**src/rtl/sysbus_pkg.sv**
```systemverilog
// Shared definitions for the system-bus UART transmitter: register offsets,
// transmitter state encoding and STATUS bit positions.
package sysbus_pkg;

  // Word offsets (addr[3:2]) of the UART registers
  localparam logic [1:0] UART_TXDATA = 2'd0;
  localparam logic [1:0] UART_STATUS = 2'd1;
  localparam logic [1:0] UART_CTRL   = 2'd2;
  localparam logic [1:0] UART_BAUD   = 2'd3;

  // Serialiser states for one 8N1 frame
  typedef enum logic [1:0] {
    IDLE  = 2'd0,
    START = 2'd1,
    DATA  = 2'd2,
    STOP  = 2'd3
  } uart_tx_state_e;

  // Bit positions inside the STATUS register
  localparam int STAT_FULL      = 0;
  localparam int STAT_EMPTY     = 1;
  localparam int STAT_BUSY      = 2;
  localparam int STAT_OVERFLOW  = 3;
  localparam int STAT_COUNT_LSB = 8;

endpackage

```
**src/rtl/sync_fifo.sv**
```systemverilog
// Single-clock FIFO holding bytes waiting to be transmitted. The head entry is
// visible on dout whenever the FIFO is not empty. A push while full is only
// accepted when a pop happens in the same cycle.
module sync_fifo #(
  parameter int WIDTH = 8,
  parameter int DEPTH = 16
) (
  input  logic                     clk,
  input  logic                     rst,
  input  logic                     push,
  input  logic                     pop,
  input  logic [WIDTH-1:0]         din,
  output logic [WIDTH-1:0]         dout,
  output logic                     full,
  output logic                     empty,
  output logic [$clog2(DEPTH):0]   count
);

  localparam int AW = $clog2(DEPTH);
  localparam logic [AW-1:0] PTR_ONE = 1;
  localparam logic [AW:0]   CNT_ONE = 1;
  localparam logic [AW:0]   CNT_MAX = DEPTH;

  logic [WIDTH-1:0] r_mem [DEPTH];
  logic [AW-1:0]    r_wr_ptr;
  logic [AW-1:0]    r_rd_ptr;
  logic [AW:0]      r_count;
  logic             w_do_pop;
  logic             w_do_push;

  assign empty     = (r_count == '0);
  assign full      = (r_count == CNT_MAX);
  assign count     = r_count;
  assign dout      = r_mem[r_rd_ptr];
  assign w_do_pop  = pop && !empty;
  assign w_do_push = push && (!full || w_do_pop);

  // Storage array: written at the tail on every accepted push
  always_ff @(posedge clk) begin
    if (w_do_push) r_mem[r_wr_ptr] <= din;
  end

  // Pointers wrap naturally because DEPTH is a power of two
  always_ff @(posedge clk or negedge rst) begin
    if (!rst) begin
      r_wr_ptr <= '0;
      r_rd_ptr <= '0;
      r_count  <= '0;
    end else begin
      if (w_do_push) r_wr_ptr <= r_wr_ptr + PTR_ONE;
      if (w_do_pop)  r_rd_ptr <= r_rd_ptr + PTR_ONE;
      case ({w_do_push, w_do_pop})
        2'b10:   r_count <= r_count + CNT_ONE;
        2'b01:   r_count <= r_count - CNT_ONE;
        default: r_count <= r_count;
      endcase
    end
  end

endmodule

```
**src/rtl/sysbus_uart_tx.sv**
```systemverilog
// Memory-mapped 8N1 UART transmitter on the system bus. Bytes written to
// TXDATA queue in a FIFO and are shifted out LSB first at BAUD clocks per bit.
// Optional feature macro: SYSBUS_UART_IRQ_EN adds the tx_irq output and makes
// CTRL[1] (irq_enable) writable.
module sysbus_uart_tx
  import sysbus_pkg::*;
#(
  parameter int          FIFO_DEPTH  = 16,
  parameter logic [15:0] DEFAULT_DIV = 16'd868
) (
  input  logic        clk,
  input  logic        rst,
  input  logic        system_bus_en,
  input  logic        system_bus_rdwr,
  input  logic [31:0] system_bus_addr,
  input  logic [31:0] system_bus_wr_data,
  input  logic [3:0]  system_bus_mask,
  output logic [31:0] system_bus_rd_data,
  output logic        uart_tx
`ifdef SYSBUS_UART_IRQ_EN
  ,
  output logic        tx_irq
`endif
);

  localparam int CW = $clog2(FIFO_DEPTH) + 1;

  uart_tx_state_e r_state;
  logic [15:0]    r_baud;
  logic [15:0]    r_div;
  logic [15:0]    r_cnt;
  logic [2:0]     r_bit;
  logic [7:0]     r_shift;
  logic           r_tx_enable;
  logic           r_overflow;
  logic [31:0]    r_rd_data;

  logic [1:0]     w_offset;
  logic           w_wr;
  logic           w_rd;
  logic           w_push_req;
  logic           w_pop;
  logic           w_full;
  logic           w_empty;
  logic           w_busy;
  logic           w_bit_end;
  logic           w_irq_enable;
  logic [7:0]     w_fifo_dout;
  logic [CW-1:0]  w_count;
  logic [31:0]    w_rd_value;
  logic           w_unused;

  assign w_offset   = system_bus_addr[3:2];
  assign w_wr       = system_bus_en && system_bus_rdwr;
  assign w_rd       = system_bus_en && !system_bus_rdwr;
  assign w_push_req = w_wr && (w_offset == UART_TXDATA) && system_bus_mask[0];
  assign w_pop      = (r_state == IDLE) && r_tx_enable && !w_empty;
  assign w_busy     = (r_state != IDLE);
  assign w_bit_end  = (r_cnt == r_div - 16'd1);
  assign w_unused   = ^{system_bus_addr[31:4], system_bus_addr[1:0],
                        system_bus_wr_data[31:16], system_bus_mask[3:2]};

  sync_fifo #(
    .WIDTH (8),
    .DEPTH (FIFO_DEPTH)
  ) u_fifo (
    .clk   (clk),
    .rst   (rst),
    .push  (w_push_req),
    .pop   (w_pop),
    .din   (system_bus_wr_data[7:0]),
    .dout  (w_fifo_dout),
    .full  (w_full),
    .empty (w_empty),
    .count (w_count)
  );

`ifdef SYSBUS_UART_IRQ_EN
  logic r_irq_enable;
  logic r_irq;

  assign w_irq_enable = r_irq_enable;
  assign tx_irq       = r_irq;

  // Interrupt flags "everything sent": FIFO drained and serialiser idle
  always_ff @(posedge clk or negedge rst) begin
    if (!rst) begin
      r_irq_enable <= 1'b0;
      r_irq        <= 1'b0;
    end else begin
      if (w_wr && (w_offset == UART_CTRL) && system_bus_mask[0])
        r_irq_enable <= system_bus_wr_data[1];
      r_irq <= r_irq_enable && w_empty && !w_busy;
    end
  end
`else
  assign w_irq_enable = 1'b0;
`endif

  // Register writes; a dropped push (full FIFO, no pop) sets the sticky overflow
  always_ff @(posedge clk or negedge rst) begin
    if (!rst) begin
      r_tx_enable <= 1'b0;
      r_baud      <= DEFAULT_DIV;
      r_overflow  <= 1'b0;
    end else begin
      if (w_push_req && w_full && !w_pop)
        r_overflow <= 1'b1;
      else if (w_wr && (w_offset == UART_STATUS) && system_bus_wr_data[STAT_OVERFLOW])
        r_overflow <= 1'b0;
      if (w_wr && (w_offset == UART_CTRL) && system_bus_mask[0])
        r_tx_enable <= system_bus_wr_data[0];
      if (w_wr && (w_offset == UART_BAUD)) begin
        if (system_bus_mask[0]) r_baud[7:0]  <= system_bus_wr_data[7:0];
        if (system_bus_mask[1]) r_baud[15:8] <= system_bus_wr_data[15:8];
      end
    end
  end

  // Read-data mux for the addressed register
  always_comb begin
    w_rd_value = '0;
    case (w_offset)
      UART_STATUS: begin
        w_rd_value[STAT_FULL]                     = w_full;
        w_rd_value[STAT_EMPTY]                    = w_empty;
        w_rd_value[STAT_BUSY]                     = w_busy;
        w_rd_value[STAT_OVERFLOW]                 = r_overflow;
        w_rd_value[STAT_COUNT_LSB+7:STAT_COUNT_LSB] = 8'(w_count);
      end
      UART_CTRL: begin
        w_rd_value[0] = r_tx_enable;
        w_rd_value[1] = w_irq_enable;
      end
      UART_BAUD: w_rd_value[15:0] = r_baud;
      default:   w_rd_value = '0;
    endcase
  end

  // Read data is captured only on a read access and held otherwise
  always_ff @(posedge clk or negedge rst) begin
    if (!rst) r_rd_data <= '0;
    else if (w_rd) r_rd_data <= w_rd_value;
  end

  assign system_bus_rd_data = r_rd_data;

  // Frame serialiser; the divisor is frozen at frame start so BAUD writes
  // mid-frame only affect the next frame
  always_ff @(posedge clk or negedge rst) begin
    if (!rst) begin
      r_state <= IDLE;
      r_div   <= 16'd1;
      r_cnt   <= '0;
      r_bit   <= '0;
      r_shift <= '0;
    end else begin
      case (r_state)
        IDLE: begin
          if (w_pop) begin
            r_shift <= w_fifo_dout;
            r_div   <= (r_baud == 16'd0) ? 16'd1 : r_baud;
            r_cnt   <= '0;
            r_bit   <= '0;
            r_state <= START;
          end
        end
        START: begin
          if (w_bit_end) begin
            r_cnt   <= '0;
            r_state <= DATA;
          end else begin
            r_cnt <= r_cnt + 16'd1;
          end
        end
        DATA: begin
          if (w_bit_end) begin
            r_cnt   <= '0;
            r_shift <= {1'b0, r_shift[7:1]};
            r_bit   <= r_bit + 3'd1;
            if (r_bit == 3'd7) r_state <= STOP;
          end else begin
            r_cnt <= r_cnt + 16'd1;
          end
        end
        STOP: begin
          if (w_bit_end) begin
            r_cnt   <= '0;
            r_state <= IDLE;
          end else begin
            r_cnt <= r_cnt + 16'd1;
          end
        end
        default: r_state <= IDLE;
      endcase
    end
  end

  // Line level follows the state; reset forces IDLE and therefore a high line
  always_comb begin
    case (r_state)
      START:   uart_tx = 1'b0;
      DATA:    uart_tx = r_shift[0];
      default: uart_tx = 1'b1;
    endcase
  end

endmodule

```
**config.mk**
```make
export PLATFORM = sky130hd
export DESIGN_NAME = sysbus_uart_tx
export DESIGN_NICKNAME = d
export VERILOG_FILES = /design/src/rtl/sysbus_pkg.sv /design/src/rtl/sync_fifo.sv /design/src/rtl/sysbus_uart_tx.sv
export SDC_FILE = /design/constraint.sdc
export NUM_CORES = 1
export LEC_CHECK = 0
export ABC_AREA = 1
export CAP_MARGIN = 10
export CORE_ASPECT_RATIO = 0.6
export CORE_UTILIZATION = 25
export DETAILED_ROUTE_END_ITERATION = 10
export HOLD_SLACK_MARGIN = 0.03
export SLEW_MARGIN = 20
export SYNTH_ARGS = -nofsm -noshare
export SYNTH_HDL_FRONTEND = slang
export SYNTH_SLANG_ARGS = --single-unit
```
**constraint.sdc**
```tcl
create_clock -name clk -period 3 [get_ports clk]
set_input_delay 0.6 -clock clk [delete_from_list [all_inputs] [get_ports clk]]
set_output_delay 0.6 -clock clk [all_outputs]
set_load 0.01 [all_outputs]
```
==> run_results.csv <==
group,metric,value,unit
hold_path,hp-class,"flop to flop",
pwr,power_per_cell_area,863,nW/um2
final_layout,finish.instance_area,12000,um2
floorplan,fp.coreArea,39500,um2
cts,cts_tree,"done",
synth,avgSynthCellArea,10.3,um2
floorplan,die_w,262,um
sta,finalCritPeriodShare,0.920,
setup_path,end_kind,"output pin",
cts,clkLatencyLatePin,0.52,ns
synth,synth_edf_count,128,
cts,cts_root_buf,"clkbuf_16",
synth,ys_seq_area_frac,0.607,
floorplan,die_y,158,um
floorplan,ios,105,
pwr,peakVddDrop,477,uV
final_layout,area_growth,18.4,%
drt,vias,7245,
floorplan,rows,56,
hold_path,hp-start,"system_bus_rd_data[13]",
global_routing,grt_start_max_net_pins,67,
placed_design,port_buffers,40,
synth,ys_warn_count,0,
synth,synth.distinct_cells,41,
final_layout,n_antenna_cell,0,
final_layout,nNetsFinal,1145,
sta,maxSlewHeadroom,0.410,
drt,routed_via_density,4.55,
drt,firstDrtPassIters,5,
setup_path,worstPathRequired,2.40,ns
floorplan,dieArea,41400,um2
sta,maxSlewViolCount,0,
setup_path,rr_startpoint,"r_state[1]",
placed_design,place.gp.congestion,0.802,
setup_path,start_kind,"flop",
drt,finalWirelength,24400,um
flow_run,maxCapViolations,0,
sta,finalCriticalPeriod,2.76,ns
global_routing,grt_pass1_wl,38400,um
sta,worst_pin_slew,0.884,ns
setup_path,crit_path_max_fanout,6,
synth,synth.cell_area,10100,um2
setup_path,rrSetupSlack,0.24,ns
synth,synthArstFlopShare,0.418,
global_routing,grt_pass1_vias,6780,
global_routing,track_usage,0.118,
cts,cts_buffer_depth,3,
hold_path,hold_depth,2,
drt,wl_per_cell,15.3,um
pwr,power_leakage,4.69,nW
run_status,outcome,"completed",
sta,finalSetupViolCount,0,
final_layout,drive_gt1_frac,0.111,
sta,fmax,0.362,GHz
setup_path,critPathKind,"flop to output pin",
global_routing,grt_overflow,0,
sta,rsz0062_at_grt,"no",
setup_path,cp.arrival,2.16,ns
floorplan,start_util,0.257,
synth,synth_ff_type,"edfxtp_1",
placed_design,hpwl,16600,um
sta,hold_violations,0,
sta,fin_skew,0.0201,ns
cts,htree_levels,1,
setup_path,reg2reg_depth,15,
global_routing,antenna_found_initial,1,
synth,ys_ff_latch,220,
drt,drtIter0Drc,587,
hold_path,min_to,"system_bus_rd_data[13]",
drt,drtAntennaViolNets,0,
cts,path_clk_slew,0.06,ns
cts,numCtsBuffers,23,
drt,drc,0,
placed_design,placed_area,11300,um2
sta,setup_tns,0,ns
setup_path,rr_endpoint,"u_fifo.count[4]",
synth,syn_inst,989,
cts,clock-sinks,220,
## cells in the mapped netlist (all sizes together) (7+ instances only)
cell type / instances / share of area
nand2: 177 / 0.070
nor2: 138 / 0.055
o21ai: 129 / 0.069
edfxtp: 128 / 0.38
dfrtp: 86 / 0.21
inv: 76 / 0.028
nand3: 43 / 0.022
clkbuf: 31 / 0.011
o221ai: 29 / 0.025
xor2: 23 / 0.020
a21oi: 21 / 0.010
buf: 21 / 0.016
ha: 17 / 0.021
nand4: 12 / 0.0074
o211ai: 11 / 0.0081
mux2i: 7 / 0.0069
## how the worst max path moves through the flow
stage,start,endpoint,slack [ns],depth (start not counted)
2_1_floorplan,r_state[0],u_fifo.count[4],0.50,15
3_3_place_gp,system_bus_rdwr,u_fifo.count[4],0.06,13
3_5_place_dp,system_bus_rdwr,u_fifo.count[4],0.05,13
4_1_cts,r_state[0],uart_tx,0.10,4
5_1_grt,r_state[0],u_fifo.count[4],0.03,15
6_report,r_state[0],uart_tx,0.24,4
## power by group
part	switching, mW	leakage [nW]	internal (mW)	total [mW]
clock	1.16	0.350	1.61	2.78
combinational	2.27	2.06	1.25	3.52
sequential	0.437	2.28	3.63	4.07
total	3.87	4.69	6.49	10.4
## cells in the final DEF, fill, tap and decap left out, drive strengths merged
cell type and n:
a21oi 21, a31oi 1, a32o 1, and2 1, buf 38, bufinv 2
clkbuf 35, clkdlybuf4s50 39, clkinv 5, conb 16, dfrtp 86, dfstp 6
dlygate4sd3 1, edfxtp 128, fa 1, ha 17, inv 78, mux2i 7
nand2 177, nand3 43, nand3b 3, nand4 12, nor2 138, nor3 3
nor4 4, o211ai 11, o21ai 129, o21bai 3, o221ai 29, o22ai 4
or2 4, xnor2 6, xor2 23
## cell families after synthesis
group,synth area share
buffers and inverters,0.0559
AO/OA/AOI/OAI,0.119
flip-flops,0.607
adder cells (fa/ha/maj),0.0229
other,0.000370
AND/OR/NAND/NOR,0.163
multiplexers,0.00691
XOR/XNOR,0.0250
## final cells by class
type	count	area, um2
clock buffers	35	621
clock inverters	7	103
fillers	4069	27500
inverters	78	293
multi-input cells	654	3480
flip-flops and latches	220	6150
well taps	522	653
repair buffers	78	711
## state kept, by name, summed over array words and instances (netlist names), 2 cells and up
register / count
u_fifo.r_mem: 128
r_baud: 16
r_cnt: 16
r_div: 16
system_bus_rd_data: 16
r_shift: 8
u_fifo.count: 5
u_fifo.r_rd_ptr: 4
u_fifo.r_wr_ptr: 4
r_bit: 3
r_state: 2
## metrics by stage
stage          total power, mW  worst slack (ns)  hold WS, ns   util  cells
6_report                  10.4             0.239        0.486  0.304   1594
4_1_cts                   10.4             0.101        0.490  0.304   1594
5_1_grt                   11.0            0.0297        0.519  0.304   1594
3_3_place_gp              7.52            0.0617        0.469  0.285   1551
2_1_floorplan             6.58             0.503        0.304      -   1004
3_5_place_dp              7.63            0.0471        0.476  0.285   1551
## timing repair
| item | in CTS | in global routing |
|---|---|---|
| hold buffers | 1 | 0 |
| hold endpoints to repair | 19 | 0 |
| gates resized for setup | 0 | 0 |
| buffers inserted | 0 | 0 |
## routing by layer
metal | routed length [um] | part of all wire | track usage | vias up
met4 | 280 | 0.011 | 0.0206 | 2
met2 | 9980 | 0.41 | 0.167 | 182
met3 | 1250 | 0.051 | 0.0173 | 25
li1 | - | - | - | 3508
met1 | 12900 | 0.53 | 0.187 | 3528
met5 | 13 | 0.00053 | 0 | -
## critical path, stage by stage, from the launching register on
cell	delay [ns]
dfrtp_1	0.39
inv_1	0.10
ha_1	0.30
o21ai_0	0.28
clkdlybuf4s50_1	0.59
No activity file was read; power rests on OpenSTA's default activity.
